## config.mk

```make
export PLATFORM = sky130hd
export DESIGN_NAME = ram_word_engine
export DESIGN_NICKNAME = d
export VERILOG_FILES = /design/src/rtl/ram_word_pkg.sv /design/src/rtl/ram_byte_phase.sv /design/src/rtl/ram_word_engine.sv
export SDC_FILE = /design/constraint.sdc
export NUM_CORES = 1
export LEC_CHECK = 0
export CAP_MARGIN = 20
export CORE_ASPECT_RATIO = 0.8
export CORE_MARGIN = 5
export CORE_UTILIZATION = 30
export CTS_BUF_LIST = sky130_fd_sc_hd__clkbuf_4
export DETAILED_ROUTE_END_ITERATION = 10
export GPL_TIMING_DRIVEN = 0
export PLACE_DENSITY = 0.52
export SYNTH_ARGS = -nofsm -noshare
export SYNTH_HDL_FRONTEND = slang
export SYNTH_SLANG_ARGS = --single-unit
```

## constraint.sdc

```tcl
create_clock -name clk -period 7.1 [get_ports clk]
set_input_delay 0.71 -clock clk [delete_from_list [all_inputs] [get_ports clk]]
set_output_delay 0.71 -clock clk [all_outputs]
set_load 0.03 [all_outputs]
```

## src/rtl/ram_word_pkg.sv

```systemverilog
// Shared types and helpers for the byte-RAM word engine.
package ram_word_pkg;

  typedef enum logic [3:0] {
    IDLE, RD_ADDR, RD_CLK, RD_CAP, RD_WORD,
    WR_REQ, WR_LOAD, WR_ADDR, WR_CLK, WR_END, DONE
  } state_t;

  typedef enum logic {LITTLE = 1'b0, BIG = 1'b1} endian_t;

  function automatic int clogb2(input int value);
    int r;
    r = 0;
    for (int v = value - 1; v > 0; v = v >> 1) r++;
    return r;
  endfunction

  // Word lane that holds byte k of a word in the given byte order.
  function automatic int lane_index(input int k, input endian_t endian, input int word_bytes);
    return (endian == BIG) ? (word_bytes - 1 - k) : k;
  endfunction

endpackage

```

## src/rtl/ram_byte_phase.sv

```systemverilog
// Three-cycle byte access sequencer: address, RAM clock high, capture/strobe end.
module ram_byte_phase (
  input  logic clk,
  input  logic reset,
  input  logic byte_go,
  output logic ram_clock,
  output logic byte_done
);
  localparam int STAGES = 2;

  // One-hot phase: [0] address set-up, [1] RAM clock high, [2] clock low / finish.
  logic [STAGES:0] vld_pipe;

  always_ff @(posedge clk or posedge reset) begin
    if (reset) vld_pipe <= '0;
    else       vld_pipe <= {vld_pipe[STAGES-1:0], byte_go};
  end

  assign ram_clock = vld_pipe[1];
  assign byte_done = vld_pipe[STAGES];

endmodule

```

## src/rtl/ram_word_engine.sv

```systemverilog
// Burst word read/write engine between the command FSM and a byte-wide dual-port RAM.
module ram_word_engine
  import ram_word_pkg::*;
#(
  parameter  int NUMBER     = 256,
  parameter  int WORD_BYTES = 4,
  parameter  int MAX_BURST  = 8,
  localparam int AW         = clogb2(NUMBER),
  localparam int WW         = 8 * WORD_BYTES,
  localparam int CW         = clogb2(MAX_BURST + 1)
)(
  input  logic          clk,
  input  logic          reset,
  input  logic          rd_start,
  input  logic [AW-1:0] rd_base,
  input  logic [CW-1:0] rd_count,
  output logic [WW-1:0] rd_word,
  output logic          rd_word_valid,
  output logic          rd_done,
  input  logic          wr_start,
  input  logic [AW-1:0] wr_base,
  input  logic [CW-1:0] wr_count,
  output logic          wr_word_req,
  input  logic [WW-1:0] wr_word,
  output logic          wr_done,
  input  logic          big_endian,
  output logic          busy,
  output logic          error,
  input  logic [7:0]    ram_rd_data,
  output logic [AW-1:0] ram_rd_addr,
  output logic          ram_rd_clock,
  output logic [7:0]    ram_wr_data,
  output logic [AW-1:0] ram_wr_addr,
  output logic          ram_wr_clock,
  output logic          ram_we
);
  localparam int BW = (WORD_BYTES > 1) ? clogb2(WORD_BYTES) : 1;
  localparam int SW = AW + CW + clogb2(WORD_BYTES) + 1;
  localparam logic [BW-1:0] LAST_B = BW'(WORD_BYTES - 1);

  typedef struct packed {
    logic          vld;
    logic [AW-1:0] base;
    logic [CW-1:0] count;
    endian_t       endian;
  } pend_t;

  // Sum is wide enough that base + count*WORD_BYTES can never wrap.
  function automatic logic start_ok(input logic [AW-1:0] base, input logic [CW-1:0] count);
    logic [SW-1:0] lim;
    lim = SW'(base) + SW'(count) * SW'(WORD_BYTES);
    return (count != '0) && (SW'(count) <= SW'(MAX_BURST)) && (lim <= SW'(NUMBER));
  endfunction

  state_t  state, state_nxt;
  pend_t   pend;
  endian_t endian_q, in_endian, l_endian, g_end;

  logic [AW-1:0] addr, l_base, g_addr;
  logic [BW-1:0] byte_idx, cur_lane, g_bidx, g_lane;
  logic [CW-1:0] words_left, l_count;
  logic          cur_last, error_q;
  logic [WORD_BYTES-1:0][7:0] wr_buf, wr_src, rd_buf, rd_nxt;

  logic wr_ok, rd_ok, acc_wr, acc_rd, queue_rd, last_word, err;
  logic rd_go, wr_go, launch, rd_byte_done, wr_byte_done;

  assign in_endian = endian_t'(big_endian);
  assign wr_ok     = start_ok(wr_base, wr_count);
  assign rd_ok     = start_ok(rd_base, rd_count);
  // A write wins a simultaneous start; a valid read then waits in the pending slot.
  assign acc_wr    = (state == IDLE) && wr_start && wr_ok;
  assign acc_rd    = (state == IDLE) && rd_start && rd_ok && !acc_wr;
  assign queue_rd  = acc_wr && rd_start && rd_ok;
  assign last_word = (words_left == CW'(1));
  assign err       = (state == IDLE) ? ((wr_start && !wr_ok) || (rd_start && !rd_ok))
                                     : (wr_start || rd_start);

  always_comb begin
    state_nxt = state;
    case (state)
      IDLE:    if (acc_wr) state_nxt = WR_REQ;
               else if (acc_rd) state_nxt = RD_ADDR;
      RD_ADDR: state_nxt = RD_CLK;
      RD_CLK:  state_nxt = RD_CAP;
      RD_CAP:  if (rd_byte_done) state_nxt = cur_last ? RD_WORD : RD_ADDR;
      RD_WORD: state_nxt = last_word ? IDLE : RD_ADDR;
      WR_REQ:  state_nxt = WR_LOAD;
      WR_LOAD: state_nxt = WR_ADDR;
      WR_ADDR: state_nxt = WR_CLK;
      WR_CLK:  state_nxt = WR_END;
      WR_END:  if (wr_byte_done) state_nxt = !cur_last ? WR_ADDR : (last_word ? DONE : WR_REQ);
      DONE:    state_nxt = pend.vld ? RD_ADDR : IDLE;
      default: state_nxt = IDLE;
    endcase
  end

  // Byte launch: a new read takes its parameters straight from the start inputs
  // or the pending slot; later bytes continue from the running counters.
  always_comb begin
    rd_go    = (state_nxt == RD_ADDR);
    wr_go    = (state_nxt == WR_ADDR);
    launch   = rd_go && ((state == IDLE) || (state == DONE));
    l_base   = (state == IDLE) ? rd_base  : pend.base;
    l_count  = (state == IDLE) ? rd_count : pend.count;
    l_endian = (state == IDLE) ? in_endian : pend.endian;
    g_addr   = launch ? l_base : addr;
    g_bidx   = launch ? '0 : byte_idx;
    g_end    = launch ? l_endian : endian_q;
    g_lane   = BW'(lane_index(int'(g_bidx), g_end, WORD_BYTES));
    wr_src   = (state == WR_LOAD) ? wr_word : wr_buf;
    rd_nxt   = rd_buf;
    if ((state == RD_CAP) && rd_byte_done) rd_nxt[cur_lane] = ram_rd_data;
  end

  ram_byte_phase u_rd_phase (
    .clk(clk), .reset(reset), .byte_go(rd_go),
    .ram_clock(ram_rd_clock), .byte_done(rd_byte_done)
  );

  ram_byte_phase u_wr_phase (
    .clk(clk), .reset(reset), .byte_go(wr_go),
    .ram_clock(ram_wr_clock), .byte_done(wr_byte_done)
  );

  always_ff @(posedge clk or posedge reset) begin
    if (reset) begin
      state       <= IDLE;
      pend        <= '0;
      endian_q    <= LITTLE;
      addr        <= '0;
      byte_idx    <= '0;
      cur_lane    <= '0;
      cur_last    <= 1'b0;
      words_left  <= '0;
      wr_buf      <= '0;
      rd_buf      <= '0;
      rd_word     <= '0;
      error_q     <= 1'b0;
      ram_rd_addr <= '0;
      ram_wr_addr <= '0;
      ram_wr_data <= '0;
      ram_we      <= 1'b0;
    end else begin
      state   <= state_nxt;
      error_q <= err;
      ram_we  <= (state_nxt == WR_ADDR) || (state_nxt == WR_CLK);
      if (acc_wr) begin
        addr       <= wr_base;
        byte_idx   <= '0;
        words_left <= wr_count;
        endian_q   <= in_endian;
      end
      if (queue_rd) pend <= '{vld: 1'b1, base: rd_base, count: rd_count, endian: in_endian};
      if (launch) begin
        words_left <= l_count;
        endian_q   <= l_endian;
        pend.vld   <= 1'b0;
      end
      if (rd_go || wr_go) begin
        addr     <= g_addr + 1'b1;
        byte_idx <= (g_bidx == LAST_B) ? '0 : g_bidx + 1'b1;
        cur_lane <= g_lane;
        cur_last <= (g_bidx == LAST_B);
      end
      if (rd_go) ram_rd_addr <= g_addr;
      if (wr_go) begin
        ram_wr_addr <= g_addr;
        ram_wr_data <= wr_src[g_lane];
      end
      if (state == WR_LOAD) wr_buf <= wr_word;
      if ((state == RD_CAP) && rd_byte_done) begin
        rd_buf <= rd_nxt;
        if (cur_last) rd_word <= rd_nxt;
      end
      if (((state == RD_WORD) && !last_word) ||
          ((state == WR_END) && wr_byte_done && cur_last && !last_word))
        words_left <= words_left - 1'b1;
    end
  end

  assign rd_word_valid = (state == RD_WORD);
  assign rd_done       = (state == RD_WORD) && last_word;
  assign wr_word_req   = (state == WR_REQ);
  assign wr_done       = (state == DONE);
  assign error         = error_q;
  assign busy          = !((state == IDLE) || (state == DONE) || ((state == RD_WORD) && last_word));

endmodule

```

======== Yosys cells after proc, flatten, opt, wreduce, memory -nomap -nowiden ========
Cells that the tools add are included.
operators by class
  $add $sub $neg .......................... 6
  equal/unequal tests ..................... 15
  $lt $le $gt $ge ......................... 7
  reductions and logical operators ........ 41
  muxes and demuxes ....................... 36
operator list
  kind                 count
  $mux 8               6
  $pmux 4 s11          1
  $mux 4               10
  $bwmux 32            1
  $mux 32              1
  $logic_and 1x1->1    21
  $eq 4x3->1 const B   5
  $add 8x6->9          2
  $le 9x9->1 const B   2
  $bmux 8 s2           1
  $demux 8 s2          1
  $eq 4x4->1 const B   4
  $mux 14              1
  $eq 4x1->1 const B   3
  $mux 2               5
  $add 8x1->8 const B  1
  $eq 4x2->1 const B   2
  $le 4x4->1 const B   2
  $mux 1               8
  $reduce_bool 4->1    2
  $logic_or 1x1->1     7
  $lt 2x3->1 const B   2
  $reduce_bool 2->1    3
  $logic_not 1->1      5
  9 further kinds      9
word-level totals
  bits in registers ....................... 164
  output and inout bits ................... 65
  word-level logic and storage cells ...... 132
  input bits .............................. 69

======== Longest topological paths before layout ========
Gate-level depths: netlist of run 1.
  depth after elaboration ................. 16
  mapped depth ............................ 15

======== By module ========
Synthesis of run 1 repeated with hierarchy kept, for this count alone.
unflattened totals
  cells, all modules ...................... 701
  area, all modules ....................... 7912.6 µm²
modules (own cells, without submodules)
  module           area an instance (µm²)  instances  cells each  seq. area each (µm²)
  ram_word_engine  7754.9                  1          693         3953.8
  ram_byte_phase   78.8                    2          4           75.1

======== Least setup slack after synthesis of run 1 ========
No wires, ideal clock.
  path kind ............................... input port to flip-flop
  from .................................... input port wr_base[2]
  to ...................................... register ram_wr_data[0]
  stages .................................. 12
  arrival time ............................ 3804 ps
  required time ........................... 6974 ps
  buffers on the path ..................... 3
  path slack .............................. 3170 ps
  cell sequence ........................... ha_1 -> fa_1 -> or4_1 -> nor2_1 -> o21ai_1 -> or4_1 -> buf_6 -> and2_4 -> or4_4 -> buf_6 -> buf_6 -> a221o_1
between the ends
  word-level cells in the longest chain between the ends .. 16
  elaborated cells on any way between the ends .. 18
  those cells by class .................... 2 x add/sub; 1 x order compare; 2 x eq/ne; 8 x mux; 5 x reduce/logical
RTL lines
  item                          RTL line                text
  start, declared               ram_word_engine.sv:21   input logic [AW-1:0] wr_base,
  $add 8x6->9 (*)               ram_word_engine.sv:51   lim = SW'(base) + SW'(count) * SW'(WORD_BYTES);
  $le 9x9->1 (*)                ram_word_engine.sv:52   return (count != '0) && (SW'(count) <= SW'(MAX_BURST)) && (lim <= SW'(NUMBER));
  $logic_and 1x1->1 (*)         ram_word_engine.sv:52
  $logic_and 1x1->1 (*)         ram_word_engine.sv:72   assign acc_wr = (state == IDLE) && wr_start && wr_ok;
  $logic_not 1->1               ram_word_engine.sv:73   assign acc_rd = (state == IDLE) && rd_start && rd_ok && !acc_wr;
  $logic_and 1x1->1             ram_word_engine.sv:73
  $mux 4                        ram_word_engine.sv:83   else if (acc_rd) state_nxt = RD_ADDR;
  $mux 4 (*)                    ram_word_engine.sv:82   IDLE: if (acc_wr) state_nxt = WR_REQ;
  $pmux 4 s11 (*)               ram_word_engine.sv:81   case (state)
  $eq 4x1->1                    ram_word_engine.sv:101  rd_go = (state_nxt == RD_ADDR);
  $logic_and 1x1->1             ram_word_engine.sv:103  launch = rd_go && ((state == IDLE) || (state == DONE));
  $mux 2                        ram_word_engine.sv:108  g_bidx = launch ? '0 : byte_idx;
  $sub 2x2->2                   ram_word_pkg.sv:20      return (endian == BIG) ? (word_bytes - 1 - k) : k;
  $mux 2                        ram_word_pkg.sv:20
  $bmux 8 s2                    ram_word_engine.sv:169  ram_wr_data <= wr_src[g_lane];
  $mux 8 (not written as such)  ram_word_engine.sv:169
  end signal, assigned          ram_word_engine.sv:169
  end, declared                 ram_word_engine.sv:32   output logic [7:0] ram_wr_data,
Every way passes the cells marked *; elsewhere a longest branch is shown, timed or not. The select of a mux whose other input is x is not followed.
A chain may end at the register's enable or synchronous reset.

======== Final worst setup path of run 1 ========
  from .................................... input port rd_base[2]
  to ...................................... register addr[4]
between the ends
  word-level cells in the longest chain between the ends .. 13
  elaborated cells on any way between the ends .. 17
  those cells by class .................... 2 x add/sub; 1 x order compare; 2 x eq/ne; 6 x mux; 6 x reduce/logical
RTL lines
  item                             RTL line                text
  start, declared                  ram_word_engine.sv:15   input logic [AW-1:0] rd_base,
  $add 8x6->9                      ram_word_engine.sv:51
  $le 9x9->1                       ram_word_engine.sv:52
  $logic_and 1x1->1                ram_word_engine.sv:52
  $logic_and 1x1->1 (2 in series)  ram_word_engine.sv:73
  $mux 4                           ram_word_engine.sv:83
  $mux 4                           ram_word_engine.sv:82
  $pmux 4 s11                      ram_word_engine.sv:81
  $eq 4x1->1                       ram_word_engine.sv:101
  $logic_and 1x1->1                ram_word_engine.sv:103
  $mux 8                           ram_word_engine.sv:107  g_addr = launch ? l_base : addr;
  named net g_addr[1]              ram_word_engine.sv:59   logic [AW-1:0] addr, l_base, g_addr;
  $add 8x1->8                      ram_word_engine.sv:161  addr <= g_addr + 1'b1;
  $mux 8                           ram_word_engine.sv:160  if (rd_go || wr_go) begin
  end signal, assigned             ram_word_engine.sv:149  addr <= wr_base;
  end signal, assigned             ram_word_engine.sv:161
  end, declared                    ram_word_engine.sv:59
The timed path passes the listed nets, and every way through them passes these cells.

==> results of run 1 <==
cell usage after synthesis (4+ instances only):
master    count  area, sq um
dfrtp_1     164         4100
nand2_1     101          379
mux2_2       98         1100
o21ai_0      47          235
mux2i_1      41          410
nor2_1       40          150
clkbuf_1     30          113
a21oi_1      19         95.1
a211oi_1     17          128
o22ai_1      13         81.3
ha_1         12          150
inv_1        12         45.0
nor3_1       10         50.1
and2_1        9         56.3
a221o_1       8         80.1
a31oi_1       8         50.1
nand3_1       8         40.0
nor3b_1       8         60.1
o211ai_1      7         52.6
nor4_1        6         37.5
or3_1         6         37.5
xor2_1        5         43.8
xnor2_1       4         35.0
through the flow:
step           total power, mW  TNS, ns  hold WS [ns]  instances  cell area [sq um]
6_report                  4.06        0         0.367       1257              10200
5_1_grt                   4.34        0         0.379       1257              10200
4_1_cts                   4.10        0         0.370       1256              10200
3_5_place_dp              3.44        0         0.336       1224               9850
3_3_place_gp              3.40  -120.56         0.334       1223               9820
2_1_floorplan             2.77        0         0.331        733               8040
per-layer routing:
metal	vias up	track usage (%)	routed length, um
li1	2947	-	-
met1	3101	24.5	12300
met5	-	0	0
met2	137	22.0	9720
met4	0	2.73	179
met3	14	3.88	1190
cell type report:
class / count / area (sq um) / area share [%]
Sequential cell: 164 / 4100 / 40.3
Multi-Input combinational cell: 516 / 3710 / 36.4
Timing Repair Buffer: 134 / 1360 / 13.3
Tap cell: 357 / 447 / 4.38
Clock inverter: 15 / 215 / 2.11
Buffer: 39 / 173 / 1.69
Clock buffer: 17 / 128 / 1.25
Inverter: 14 / 60.1 / 0.589
Antenna cell: 1 / 2.50 / 0.0245
sequential cells by signal (all words and copies together) (netlist names):
name	count
words_left	4
cur_last	1
u_wr_phase.vld_pipe	3
byte_idx	2
ram_we	1
u_rd_phase.vld_pipe	3
ram_wr_addr	8
rd_buf	32
ram_rd_addr	8
rd_word	32
addr	8
endian_q	1
cur_lane	2
ram_wr_data	8
state	4
pend	14
wr_buf	32
error	1
where the power goes:
group	leakage, nW	internal [mW]	switching (mW)
Sequential	1.98	1.32	0.198
Combinational	2.23	0.839	1.04
Clock	0.176	0.262	0.397
cell families after synthesis:
| group | Yosys count | synth area share (%) |
|---|---|---|
| flip-flops | 164 | 51.1 |
| multiplexers | 140 | 19.0 |
| adder cells (fa/ha/maj) | 14 | 2.37 |
| buffers and inverters | 53 | 2.80 |
| AO/OA/AOI/OAI | 141 | 11.4 |
| XOR/XNOR | 9 | 0.981 |
| AND/OR/NAND/NOR | 212 | 12.4 |
worst paths after layout:
check | slack, ns | end | from | cells after the start
worst max register to register | 2.70 | addr[4] | state[2] | 14
worst min-delay path | 0.37 | u_wr_phase.vld_pipe[1] | u_wr_phase.vld_pipe[0] | 0
max in group asynchronous | 5.64 | ram_wr_addr[5] | reset | 3
worst min register to register | 0.37 | u_wr_phase.vld_pipe[1] | u_wr_phase.vld_pipe[0] | 0
worst max-delay path | 2.14 | addr[4] | rd_base[2] | 16
min in group asynchronous | 0.48 | rd_word[31] | reset | 2
worst reg2reg max path, cell delays in order, from the launching register on:
cell and delay (ns):
dfrtp_1 0.40, clkbuf_1 0.21, nand2b_1 0.26, or3b_2 0.55
inv_1 0.18, a21oi_1 0.14, nor3_1 0.30, buf_2 0.33
clkbuf_1 0.50, nor2_1 0.16, a31oi_1 0.46, ha_1 0.26
inv_1 0.07, or3_1 0.36, a31oi_1 0.17
==> impl_metrics.ini, run 1 <==
[finish]
mostFrequentLayoutCells = dfrtp_1, clkdlybuf4s50_1, nand2_1
layout_commonest_cell = dfrtp_1
nets = 969
syn_to_final_growth_pct = 26.9
n_fill_cell = 2596
final_util_pct = 38.7
drive_gt1_share_pct = 16.5

[sta]
max_freq_mhz = 202
post-route-period-util_pct = 69.8
worstMarginPinSlew_ns = 1.12
clock_skew_ns = 0.0319
hold_viol_final = 0
drv_slew = 0
relSlewSlack_pct = 24.4
setup_slack_ns = 2.14
fin_crit_ns = 4.96
rsz0062_at_grt = false
setup_viol = 0

[clock_tree]
ctsHoldBuffers = 0
clk_latency_ns = 0.58
post-cts-setup-buffer-count = 0
clk_pin_slew_ns = 0.16
cts_tree = built
cts.sinks = 164
clockRootBuffer = clkbuf_4
post_cts_resized = 0
cts_buffer_depth = 2
cts_max_level = 4
numCtsBuffers = 17

[yosys]
ys_warn_count = 0
synth_edf_count = 0
avgSynthCellArea_sq_um = 11.0
synth-main-ff-cell = dfrtp_1
async_flop_share_pct = 100
synth_cell_types = 57
synth_cells = 733
synth_fp_nets = 816
ys_seq_area_share_pct = 51.1
syn_area_sq_um = 8040
yosys_register_bits = 164

[worst_setup_path]
cp_top_family = buffers and inverters
critPathRequiredTime_ns = 7.61
crit_fanout = 10
critPathBufInv = 4
slowest_delay_ns = 0.50
path_common_cell = a31oi_1
path_cells = clkdlybuf4s50_1 -> ha_1 -> fa_1 -> nor4_1 -> nand2_1 -> a21oi_1 -> a31oi_1 -> nor3_1 -> buf_2 -> clkbuf_1 -> nor2_1 -> a31oi_1 -> ha_1 -> inv_1 -> or3_1 -> a31oi_1
endpoint_kind = flip-flop
crit_arrival_ns = 5.46
crit_slowest_cell = clkbuf_1
start_kind = input port
path_class = in2reg

[detailed_routing]
drtAntennaViolNets = 0
avgRoutedWirePerCell_um = 18.6
drc_errors = 0
first_pass_iters = 5
wl_um = 23400
first_iter_violations = 398
vias = 6199
viasPerCell = 4.93

[global_routing]
grt_pass1_vias = 6169
grt_pass1_wl_um = 36400
antenna_found_initial = 1
grt_overflow_total = 0
grtUsageTotal_pct = 15.7
grt_max_degree = 124

[floorplanning]
io_pins = 134
die_y_um = 156
die-area_sq_um = 30200
dieWidth_um = 193
start_util_pct = 30.5
fp-row-count = 53
core_area_sq_um = 26300

[placement]
place_congestion = 0.781
pre_cts_ws_ns = 1.66
dp_hpwl_um = 17100
port_buffers = 133

[min_path]
hp-class = reg2reg

[power_and_ir_drop]
p_leak_nw = 4.39
irDropWorstVdd_mv = 0.154
powerDensity_nw_per_um2 = 398

[run_status]
status = finished, final reports clean

[job]
cap_violations = 0
Note: power is estimated with default switching activity, not from simulation.
==> inputs of run 2 (changes only) <==
--- a/config.mk
+++ b/config.mk
@@ -12,7 +12,7 @@
 export CTS_BUF_LIST = sky130_fd_sc_hd__clkbuf_4
 export DETAILED_ROUTE_END_ITERATION = 10
 export GPL_TIMING_DRIVEN = 0
-export PLACE_DENSITY = 0.52
+export PLACE_DENSITY = 0.54
 export SYNTH_ARGS = -nofsm -noshare
 export SYNTH_HDL_FRONTEND = slang
 export SYNTH_SLANG_ARGS = --single-unit
==> constraint.sdc (replaced) <==
create_clock -name clk -period 4.2 [get_ports clk]
set_input_delay 0.42 -clock clk [delete_from_list [all_inputs] [get_ports clk]]
set_output_delay 0.42 -clock clk [all_outputs]
set_load 0.03 [all_outputs]
==> run 2 against run 1 <==
Clock skew is 0.0024 ns lower. Critical path depth unchanged. Clock-buffer cell count rose by 2. Combinational power rose by 70%. Highest routed layer unchanged. Critical endpoint is now addr[6]. Total power increased by 68%. Worst hold slack got worse by 0.15 ns. Utilization is 0.38 points higher. Largest cell class unchanged. First-iteration DRC count increased by 24%. Sequential cell count stayed put. Wire length is 1.9% lower. Worst setup slack got worse by 2.1 ns. Die area unchanged.
==> impl_metrics.ini, run 2 (synthesized netlist as in run 1, its figures left out) <==
[global_routing]
grtUsageTotal_pct = 15.6
antenna_found_initial = 2
grt_overflow_total = 0
grt_max_degree = 39
grt_pass1_wl_um = 36400
grt_pass1_vias = 6240

[sta]
clock_skew_ns = 0.0296
fin_tns_setup_ns = 0
hold_slack_ns = 0.215
fin_crit_ns = 4.12
max_freq_mhz = 243
post-route-period-util_pct = 98.2
rsz0062_at_grt = false
relSlewSlack_pct = 36.4
setup_viol = 0
hold_viol_final = 0
worstMarginPinSlew_ns = 0.950
drv_slew = 0

[finish]
final_util_pct = 39.1
top_regs = rd_buf: 32 flops, rd_word: 32 flops, wr_buf: 32 flops
nets = 974
seqCellArea_sq_um = 4100
mostFrequentLayoutCells = dfrtp_1, clkdlybuf4s50_1, nand2_1
drive_gt1_share_pct = 17.6
n_fill_cell = 2628
multiInputGateArea_sq_um = 3760
layout_commonest_cell = dfrtp_1
syn_to_final_growth_pct = 28.1

[detailed_routing]
drtAntennaViolNets = 0
first_pass_iters = 5
wl_um = 23000
vias = 6236
viasPerCell = 4.94
first_iter_violations = 493
avgRoutedWirePerCell_um = 18.2
drc_errors = 0

[worst_setup_path]
path_class = in2reg
slowest_delay_ns = 0.51
crit_fanout = 10
crit_slowest_cell = clkdlybuf4s50_1
start_kind = input port
crit_arrival_ns = 4.62
critPathBufInv = 3
endpoint_kind = flip-flop
critPathRequiredTime_ns = 4.70
path_cells = clkdlybuf4s50_1 -> ha_1 -> fa_1 -> nor4_1 -> nand2_1 -> a21oi_2 -> a31oi_1 -> nor3_2 -> clkbuf_4 -> clkbuf_4 -> nor2_1 -> a31oi_2 -> ha_1 -> o21ai_0 -> or3_1 -> a31oi_1
cp_top_family = simple AND/OR/NAND/NOR gates

[floorplanning]
dieWidth_um = 193
io_pins = 134
die_y_um = 156
start_util_pct = 30.5
die-area_sq_um = 30200
core_area_sq_um = 26300
fp-row-count = 53

[job]
cap_violations = 0

[clock_tree]
cts_tree = built
numCtsBuffers = 17
ctsHoldBuffers = 0
cts_buffer_depth = 2
clockRootBuffer = clkbuf_4
clk_pin_slew_ns = 0.16
cts.sinks = 164
clk_latency_ns = 0.57
cts_max_level = 4

[power_and_ir_drop]
p_leak_nw = 4.42
powerDensity_nw_per_um2 = 662
irDropWorstVdd_mv = 0.271
total_power_mw = 6.81

[placement]
port_buffers = 133
dp_hpwl_um = 17300
place_congestion = 0.822

[min_path]
hp-class = in2async

[run_status]
status = finished, final reports clean
[run 2: cell types whose count changed in the layout (fill, tap and decap cells not counted), sizes merged]
cell | previous run | this run
clkbuf | 47 | 50
inv | 19 | 16
diode | 1 | 2
clkinv | 5 | 6
buf | 10 | 14
[run 2: timing repair]
item | in CTS | in global routing
pin swaps | 0 | 1
resized for setup | 5 | 9
endpoints found under the setup margin | 10 | 16
buffers inserted | 0 | 2
[run 2: worst reg2reg max path, stage by stage (launching register included)]
cell	delay [ns]
dfrtp_1	0.38
clkbuf_1	0.22
nand2b_1	0.27
or3b_2	0.54
inv_1	0.18
a21oi_1	0.15
nor3_2	0.24
clkbuf_4	0.28
clkbuf_4	0.27
nor2_1	0.10
a31oi_2	0.31
ha_1	0.22
o21ai_0	0.12
or3_1	0.34
a31oi_1	0.16
[run 2: report_power, final]
part	internal (mW)	total (mW)	leakage, nW	switching (mW)
Sequential	2.23	2.56	1.98	0.331
Clock	0.438	1.05	0.167	0.610
Combinational	1.44	3.20	2.27	1.76
[run 2: per-stage QoR]
stage / area, sq um / instances / setup WS, ns
floorplan: 8040 / 733 / 0.560
global placement: 9820 / 1223 / -1.00
detailed placement: 9900 / 1227 / -1.08
CTS: 10200 / 1259 / 0.0389
global route: 10300 / 1262 / 0.00141
finish: 10300 / 1263 / 0.0774
[run 2: final timing paths]
check | cells past startpoint | slack [ns] | endpoint | from
setup reg to reg | 14 | 0.37 | addr[6] | state[2]
hold reg to reg | 0 | 0.37 | u_wr_phase.vld_pipe[1] | u_wr_phase.vld_pipe[0]
max in group asynchronous | 6 | 2.61 | words_left[3] | reset
setup / recovery | 16 | 0.08 | addr[6] | rd_base[2]
hold / removal | 2 | 0.21 | rd_word[25] | reset
min in group clk | 0 | 0.37 | u_wr_phase.vld_pipe[1] | u_wr_phase.vld_pipe[0]
[run 2: routing by layer]
metal,part of all wire (%),track usage (%),vias up,wire length [um]
met2,42,21.6,145,9590
met5,0,0,-,0
met3,5.8,3.90,9,1340
met4,0.63,2.70,0,144
li1,-,-,2963,-
met1,52,24.7,3119,11900
[run 2: area by class of cell]
cell class              count  share of cell area (%)
flip-flops and latches    164                    39.9
multi-input cells         516                    36.6
repair buffers            139                    13.9
well taps                 357                    4.34
plain buffers              39                    1.75
clock inverters            13                    1.66
clock buffers              19                    1.39
inverters                  14                   0.547
diodes                      2                  0.0486
==> inputs of run 3 (changes only) <==
--- a/config.mk
+++ b/config.mk
@@ -10,6 +10,7 @@
 export CORE_MARGIN = 5
 export CORE_UTILIZATION = 30
 export CTS_BUF_LIST = sky130_fd_sc_hd__clkbuf_4
+export CTS_CLUSTER_DIAMETER = 150
 export DETAILED_ROUTE_END_ITERATION = 10
 export GPL_TIMING_DRIVEN = 0
 export PLACE_DENSITY = 0.54
==> constraint.sdc (replaced) <==
create_clock -name clk -period 4.2 [get_ports clk]
set_input_delay 0.63 -clock clk [delete_from_list [all_inputs] [get_ports clk]]
set_output_delay 0.63 -clock clk [all_outputs]
set_load 0.03 [all_outputs]
==> run 3 against run 2 <==
Worst hold slack gained 0.16 ns. Design area grew 0.17%. Die area is the same. Utilization grew 0.067 points. First-iteration DRC count shrank 7.3%. Clock power is essentially flat. Wire length grew 0.73%. Critical endpoint unchanged. Largest cell class unchanged. Non-clock buffer count is the same. Clock-buffer cell count is the same. Cell count is essentially flat. Total power grew 0.30%. Clock skew grew 0.00061 ns.
==> impl_metrics.ini, run 3 (synthesized netlist as in run 1, its figures left out) <==
[finish]
layout_commonest_cell = dfrtp_1
top_regs = rd_buf: 32 flops, rd_word: 32 flops, wr_buf: 32 flops
n_fill_cell = 2628
syn_to_final_growth_pct = 28.3
mostFrequentLayoutCells = dfrtp_1, clkdlybuf4s50_1, nand2_1
drive_gt1_share_pct = 17.7
nets = 974

[clock_tree]
cts_max_level = 4
clk_latency_ns = 0.57
clk_pin_slew_ns = 0.16
cts.sinks = 164
clockRootBuffer = clkbuf_4
cts_tree = built
ctsHoldBuffers = 0
numCtsBuffers = 17
cts_buffer_depth = 2

[sta]
hold_viol_final = 0
worstMarginPinSlew_ns = 0.964
setup_viol = 0
max_freq_mhz = 240
fin_tns_setup_ns = 0
drv_slew = 0
fin_crit_ns = 4.16
relSlewSlack_pct = 35.5
setup_slack_ns = 0.0356
post-route-period-util_pct = 99.2
clock_skew_ns = 0.0302

[floorplanning]
io_pins = 134
die-area_sq_um = 30200
die_y_um = 156
dieWidth_um = 193
fp-row-count = 53
start_util_pct = 30.5
core_area_sq_um = 26300

[placement]
pre_cts_ws_ns = -1.29
dp_hpwl_um = 17300
place_congestion = 0.822
port_buffers = 133

[power_and_ir_drop]
power_switching_mw = 2.72
p_leak_nw = 4.43
powerDensity_nw_per_um2 = 662
p_int_mw = 4.11
p_seq_share_pct = 37.5
comb_power_share_pct = 47.1
clockPowerShare_pct = 15.4
irDropWorstVdd_mv = 0.271
swShare_pct = 39.8

[detailed_routing]
vias = 6269
first_iter_violations = 457
first_pass_iters = 5
avgRoutedWirePerCell_um = 18.3
drc_errors = 0
wl_um = 23100
drtAntennaViolNets = 0
viasPerCell = 4.96

[global_routing]
grtUsageTotal_pct = 15.6
grt_pass1_vias = 6252
grt_pass1_wl_um = 36500
antenna_found_initial = 2
grt_overflow_total = 0
grt_max_degree = 39

[run_status]
status = finished, final reports clean

[worst_setup_path]
crit_fanout = 10
path_cells = clkdlybuf4s50_1 -> ha_1 -> fa_1 -> nor4_1 -> nand2_1 -> a21oi_2 -> a31oi_1 -> nor3_2 -> buf_4 -> clkbuf_4 -> nor2_1 -> a31oi_4 -> ha_1 -> o21ai_0 -> or3_1 -> a31oi_1
slowest_delay_ns = 0.51
crit_slowest_cell = clkdlybuf4s50_1
critPathBufInv = 3
path_class = in2reg
cp_top_family = simple AND/OR/NAND/NOR gates
crit_arrival_ns = 4.67
reg2reg_slack_ns = 0.49
start_kind = input port
critPathRequiredTime_ns = 4.71
endpoint_kind = flip-flop

[min_path]
hp-class = reg2reg

[job]
cap_violations = 0
## run 3: changes by cell type in the layout (fill, tap and decap cells not counted), sizes merged
cell	previous run	this run
clkbuf	50	49
clkdlybuf4s50	133	132
dlymetal6s2s	0	1
buf	14	15
diode	2	3
## run 3: path summary, 6_finish.rpt
check	from	endpoint	depth (start not counted)
worst min-delay path	u_wr_phase.vld_pipe[0]	u_wr_phase.vld_pipe[1]	0
worst max register to register	state[2]	addr[6]	14
min in group asynchronous	reset	rd_word[25]	2
max in group asynchronous	reset	words_left[3]	6
worst min register to register	u_wr_phase.vld_pipe[0]	u_wr_phase.vld_pipe[1]	0
worst max-delay path	rd_base[2]	addr[6]	16
## run 3: routing by layer
layer  GRT usage [%]  part of all wire [%]  vias up
li1                -                     -     2967
met1            24.7                    51     3140
met2            21.7                    42      151
met3            3.90                   6.3       11
met4            2.70                  0.64        0
met5               0                     0        -
## run 3: cell type report
cell class,count,area (sq um),share of cell area [%]
Multi-Input combinational cell,516,3780,36.6
Tap cell,357,447,4.33
Clock buffer,19,143,1.38
Inverter,14,56.3,0.546
Buffer,39,180,1.75
Timing Repair Buffer,139,1430,13.9
Clock inverter,13,171,1.66
Sequential cell,164,4100,39.8
Antenna cell,3,7.51,0.0728
## run 3: power groups by stage
stage / Combinational, mW / Sequential, mW / Clock [mW]
floorplan: 1.73 / 2.96 / 0
global placement: 3.16 / 2.58 / 0
detailed placement: 3.20 / 2.60 / 0
CTS: 3.23 / 2.57 / 1.09
global route: 3.54 / 2.65 / 1.16
finish: 3.22 / 2.56 / 1.05
## run 3: stage by stage
| step | utilization (%) | instance area (sq um) | total power [mW] | hold slack (ns) | std cells |
|---|---|---|---|---|---|
| after floorplan | - | 8040 | 4.69 | 0.331 | 733 |
| after global routing | 39.2 | 10300 | 7.34 | 0.389 | 1262 |
| after global placement | 37.3 | 9820 | 5.75 | 0.333 | 1223 |
| final | 39.2 | 10300 | 6.83 | 0.370 | 1264 |
| after CTS | 39.0 | 10300 | 6.89 | 0.376 | 1260 |
| after detailed placement | 37.6 | 9900 | 5.80 | 0.344 | 1227 |
## run 3: what timing repair did
item	in CTS	in global routing
pin swaps	1	2
setup buffers	1	1
setup endpoints to repair	20	22
gates resized for setup	8	8
